File: config.mk
export PLATFORM = sky130hd
export DESIGN_NAME = dp_mem_stream_reader
export DESIGN_NICKNAME = d
export VERILOG_FILES = /design/src/rtl/dp_mem_stream_reader.sv
export SDC_FILE = /design/constraint.sdc
export NUM_CORES = 1
export LEC_CHECK = 0
export ABC_AREA = 1
export BUFFER_PORTS_ARGS = -buffer_cell sky130_fd_sc_hd__buf_2
export CAP_MARGIN = 5
export CORE_ASPECT_RATIO = 0.5
export CORE_MARGIN = 8
export CORE_UTILIZATION = 45
export CTS_BUF_LIST = sky130_fd_sc_hd__clkbuf_4
export DETAILED_ROUTE_END_ITERATION = 8
export GPL_TIMING_DRIVEN = 0
export PLACE_DENSITY = 0.65
export SLEW_MARGIN = 5
export SYNTH_ARGS = -nofsm -noshare
export SYNTH_HDL_FRONTEND = slang
export SYNTH_SLANG_ARGS = --single-unit
File: constraint.sdc
create_clock -name clk -period 10.25 [get_ports clk]
set_input_delay 1.025 -clock clk [delete_from_list [all_inputs] [get_ports clk]]
set_output_delay 1.025 -clock clk [all_outputs]
set_load 0.02 [all_outputs]
File: src/rtl/dp_mem_stream_reader.sv
// Read-side DMA stage for port b of the dual-port buffer memory: walks an address
// range one read per cycle and streams the words out through a 2-entry skid buffer.
module dp_mem_stream_reader #(
    parameter int ADDR_W = 10,
    parameter int DATA_W = 16
) (
    input  logic              clk,
    input  logic              reset,
    input  logic              start,
    input  logic [ADDR_W-1:0] start_addr,
    input  logic [ADDR_W:0]   length,
    input  logic              abort,
    output logic [ADDR_W-1:0] mem_address,
    output logic              mem_wr,
    input  logic [DATA_W-1:0] mem_dat_in,
    output logic [DATA_W-1:0] out_data,
    output logic              out_valid,
    input  logic              out_ready,
    output logic              out_last,
    output logic              busy,
    output logic              done
);

    typedef enum logic [1:0] {S_IDLE, S_RUN, S_DRAIN} state_t;

    localparam logic [ADDR_W:0]   MAX_LEN  = {1'b1, {ADDR_W{1'b0}}};
    localparam logic [ADDR_W:0]   LEN_ONE  = (ADDR_W+1)'(1);
    localparam logic [ADDR_W-1:0] ADDR_ONE = ADDR_W'(1);

    state_t              r_state;
    state_t              w_next;
    logic [ADDR_W-1:0]   r_addr;
    logic [ADDR_W-1:0]   r_last_addr;
    logic [ADDR_W:0]     r_remaining;
    logic                r_inflight;
    logic                r_inflight_last;
    logic                r_zero_done;
    logic [1:0]          r_cnt;
    logic [DATA_W-1:0]   r_data0;
    logic [DATA_W-1:0]   r_data1;
    logic                r_last0;
    logic                r_last1;

    logic [ADDR_W:0]     w_len_clamped;
    logic                w_pop;
    logic                w_push;
    logic [1:0]          w_occ;
    logic                w_issue;
    logic                w_accept;
    logic                w_drain_done;

    assign w_len_clamped = (length > MAX_LEN) ? MAX_LEN : length;
    assign w_pop         = (r_cnt != 2'd0) && out_ready;
    assign w_push        = r_inflight;
    // Occupancy the buffer would reach if nothing new were issued this cycle.
    assign w_occ         = r_cnt + {1'b0, r_inflight} - {1'b0, w_pop};
    assign w_issue       = (r_state == S_RUN) && (r_remaining != '0) && (w_occ < 2'd2) && !abort;
    assign w_accept      = (r_state == S_IDLE) && start && !abort;

    assign mem_address = w_issue ? r_addr : r_last_addr;
    assign mem_wr      = 1'b0;
    assign out_data    = r_data0;
    assign out_valid   = (r_cnt != 2'd0);
    assign out_last    = r_last0 && out_valid;

    always_ff @(posedge clk) begin
        if (reset) begin
            r_state <= S_IDLE;
        end else begin
            r_state <= w_next;
        end
    end

    always_comb begin
        w_next       = r_state;
        w_drain_done = 1'b0;
        if (abort) begin
            w_next = S_IDLE;
        end else begin
            case (r_state)
                S_IDLE: begin
                    if (start && (length != '0)) w_next = S_RUN;
                end
                S_RUN: begin
                    if (w_issue && (r_remaining == LEN_ONE)) w_next = S_DRAIN;
                end
                S_DRAIN: begin
                    if (!r_inflight && (r_cnt == 2'd0)) begin
                        w_next       = S_IDLE;
                        w_drain_done = 1'b1;
                    end
                end
                default: w_next = S_IDLE;
            endcase
        end
    end

    assign busy = (r_state != S_IDLE) && !w_drain_done;
    assign done = w_drain_done || r_zero_done;

    // Address generation and read issue.
    always_ff @(posedge clk) begin
        if (reset) begin
            r_addr          <= '0;
            r_last_addr     <= '0;
            r_remaining     <= '0;
            r_inflight      <= 1'b0;
            r_inflight_last <= 1'b0;
            r_zero_done     <= 1'b0;
        end else begin
            r_zero_done     <= w_accept && (length == '0);
            r_inflight      <= w_issue;
            r_inflight_last <= w_issue && (r_remaining == LEN_ONE);
            if (w_accept) begin
                r_addr      <= start_addr;
                r_remaining <= w_len_clamped;
            end else if (w_issue) begin
                r_addr      <= r_addr + ADDR_ONE;
                r_remaining <= r_remaining - LEN_ONE;
                r_last_addr <= r_addr;
            end
        end
    end

    // Capture stage: two-entry FIFO, entry 0 is the registered stream head.
    always_ff @(posedge clk) begin
        if (reset) begin
            r_cnt   <= 2'd0;
            r_data0 <= '0;
            r_last0 <= 1'b0;
        end else if (abort) begin
            r_cnt <= 2'd0;
        end else begin
            case ({w_push, w_pop})
                2'b10: begin
                    if (r_cnt == 2'd0) begin
                        r_data0 <= mem_dat_in;
                        r_last0 <= r_inflight_last;
                    end else begin
                        r_data1 <= mem_dat_in;
                        r_last1 <= r_inflight_last;
                    end
                    r_cnt <= r_cnt + 2'd1;
                end
                2'b01: begin
                    r_data0 <= r_data1;
                    r_last0 <= r_last1;
                    r_cnt   <= r_cnt - 2'd1;
                end
                2'b11: begin
                    if (r_cnt == 2'd1) begin
                        r_data0 <= mem_dat_in;
                        r_last0 <= r_inflight_last;
                    end else begin
                        r_data0 <= r_data1;
                        r_last0 <= r_last1;
                        r_data1 <= mem_dat_in;
                        r_last1 <= r_inflight_last;
                    end
                end
                default: ;
            endcase
        end
    end

endmodule

==> out/summary.txt <==
RSZ-0062 raised after global routing - false
CP max stage cell - dfxtp_1
Vias in the first global route - 3459
Port-buffer cells - 71
Slew Limit Headroom - 55.5%
Leakage power - 2.16 nW
Die H - 80.5 µm
# fillers - 802
H-Tree Level Count - 3
Met1 Resource Use GR - 21.3%
Crit. End Element - primary output
Minimum clock period - 3.71 ns
FF-to-FF path depth - 10
Post-route ant nets - 0
Most frequent cells in the layout - 136 x nand2_1, 78 x buf_2, 63 x nand3_1, 61 x nor2_1, 55 x dfxtp_1
Sequential fraction of the synthesis area - 43.0%
Post-synthesis cell count - 520
Diode count - 0
Top cells by area, synth - dfxtp_1 29%, edfxtp_1 14%, nand2_1 14%, nand3_1 8.4%, nor2_1 6.1%
Ports - 73
Initial antenna violation count - 0
Core ar. - 0.00803 mm²
Max-capacitance violation count - 0
First-pass GRT wire length - 16.4 mm
Die width - 145 µm
Final WL - 9.79 mm
Count of final setup violators - 0
Critical Path RT - 9.23 ns
Outcome - finished, final reports clean
PwrDens - 134 mW/mm²
Layout area overhead - 17.0%
Crit path max fanout - 10
CP Data Arrival Time - 2.68 ns
Drc violations - 0
Grt ovf - 0
Die area - 0.0117 mm²
Placed instance area - 0.00426 mm²
Startpoint Class - flop
Routability Congestion - 0.888
Busiest grt layer - met2
Number of synthesized register bits - 72
Mapped cell area - 0.00374 mm²
Slowest stage delay, CP - 0.45 ns
Finished Cell Area - 0.00438 mm²
CTS Buffer Depth - 2
Total Power - 0.585 mW
Routed vias/inst - 4.96
PnR worst setup slack - 6.54 ns
Min-Delay Path Class - flop to flop
Synth warnings - 0
Fin nets - 652
Drt first pass iters - 4
Hold Path Depth - 0
Area leader, netlist - dfxtp_1
Most common cell after layout, fill and taps aside - nand2_1
Root buffer cell - clkbuf_4
Post-Place Cells - 705
TritonCTS clock tree - yes
GRT met2 Usage - 29.2%
Initial Utilization - 46.6%
GRT Total Usage - 17.4%
Syn Nets - 568
Crit-path cells - inv_1 -> ha_1 -> nor2_4 -> nand3_1 -> nand3_2 -> nand3_4 -> buf_2 -> o21ai_1 -> inv_1 -> buf_2
Clk slew on worst S/H paths - 0.12 ns
Iter 0 DRT Violations - 166
Dpl ws - 6.70 ns
WL/cell - 13.6 µm
CTS sink count - 72
Setup tns final - 0 ns
Top cell type's share of synthesized area - 29.4%
Peak VDD IR - 0.0000718 V
Post-layout utilization of the core - 54.6%
Pins over their slew limit - 0
Worst-Skew Late Latency - 0.44 ns
TritonCTS buffer count - 9
Non-filler cells, final - 721
Highest clock rate - 270 MHz
Tcrit/Tclk final - 36.2%
PostCTS Resize Cnt - 0
Final hold slack - 0.466 ns
Clock skew - 0.00943 ns
Slew at the pin closest to its max-slew limit - 0.666 ns
Post-CTS Hold Fix Bufs - 0
Netlist cell types - 38
Row count - 23
DP HPWL - 7.32 mm
Syn Area/Cell - 7.20 µm²
Share of cells above drive strength 1 - 20.5%
Setup Buffers After CTS - 0
Largest net degree at the start of global routing - 15
DR vias - 3574
GRT met3 Usage - 5.38%
Critical path class - flop to primary output
Hold Vio Cnt, Final - 0
-- per-layer routing --
| metal | part of all wire, % | up-vias | routed length, µm |
|---|---|---|---|
| met5 | 0 | - | 0 |
| met4 | 1.2 | 0 | 119 |
| met3 | 5.5 | 11 | 536 |
| met2 | 45 | 98 | 4410 |
| met1 | 48 | 1597 | 4720 |
| li1 | - | 1868 | - |
-- Yosys cell counts --
cell type  number
buf_4           2
nor4_2          1
nand2_4         1
nor2_2         10
buf_8           1
nand2_1       136
mux2_2          1
dfxtp_1        55
buf_2           7
edfxtp_1       17
ha_1            6
nand2_2         3
nand3_4         2
inv_2           2
a2111oi_0       1
nand4_1         3
a31oi_1        18
o21ai_1        10
a22oi_1         1
a21oi_1         6
conb_1          1
or2_2           1
a21o_1          1
nand3_1        63
nor2_8          2
nor2_1         61
o21ai_0        29
nor3_1          2
buf_1           3
inv_1          54
o21bai_1        1
xnor2_1         1
or3_1           1
clkbuf_1        9
a21oi_2         1
nand3b_1        5
nand3_2         1
nor2_4          1
-- final cells by class --
type | instances | area (µm²) | share of cell area [%]
tap | 112 | 140 | 3.20
timing repair buffer | 73 | 370 | 8.45
inverter | 56 | 210 | 4.80
clock inverter | 7 | 53.8 | 1.23
sequential | 72 | 1610 | 36.8
multi-input combinational | 370 | 1820 | 41.5
buffer | 22 | 110 | 2.51
clock buffer | 9 | 67.6 | 1.54
-- worst paths after layout --
path	start	end	slack (ns)
worst max-delay path	r_cnt[0]$_SDFFE_PP0P_	mem_address[2]	6.54
worst min-delay path	r_inflight_last$_SDFF_PP0_	r_last1$_DFFE_PP_	0.47
worst min register to register	r_inflight_last$_SDFF_PP0_	r_last1$_DFFE_PP_	0.47
worst max register to register	r_cnt[0]$_SDFFE_PP0P_	r_remaining[2]$_SDFFE_PP0P_	7.92
-- where the power goes --
| group | switching [mW] | total [mW] | leakage, nW | internal (mW) |
|---|---|---|---|---|
| logic | 0.0715 | 0.112 | 1.50 | 0.0407 |
| clock network | 0.111 | 0.163 | 0.0610 | 0.0517 |
| registers | 0.00894 | 0.310 | 0.602 | 0.301 |
| total | 0.192 | 0.585 | 2.16 | 0.394 |
-- critical path: cells and delay by family (launching register included) --
kind / cells / cell delay [ns]
fa+ha+maj: 1 / 0.32
buf+inv: 4 / 0.57
compound gates: 1 / 0.19
simple gates: 4 / 0.72
flops: 1 / 0.45
-- logic make-up after synthesis --
family | share of synthesized area, %
mux | 0.301
simple gates | 35.7
flops | 43.0
buf+inv | 8.56
other cells | 0.100
xor+xnor | 0.234
fa+ha+maj | 2.01
compound gates | 10.1
-- flip-flops by register name, summed over array words and instances, names as in the netlist --
name / count
out_data: 16
r_inflight: 1
r_last1: 1
r_cnt: 2
r_inflight_last: 1
r_remaining: 11
r_last0: 1
r_last_addr: 10
r_state: 2
r_zero_done: 1
r_addr: 10
r_data1: 16
Power figures use the tool's default switching activity.
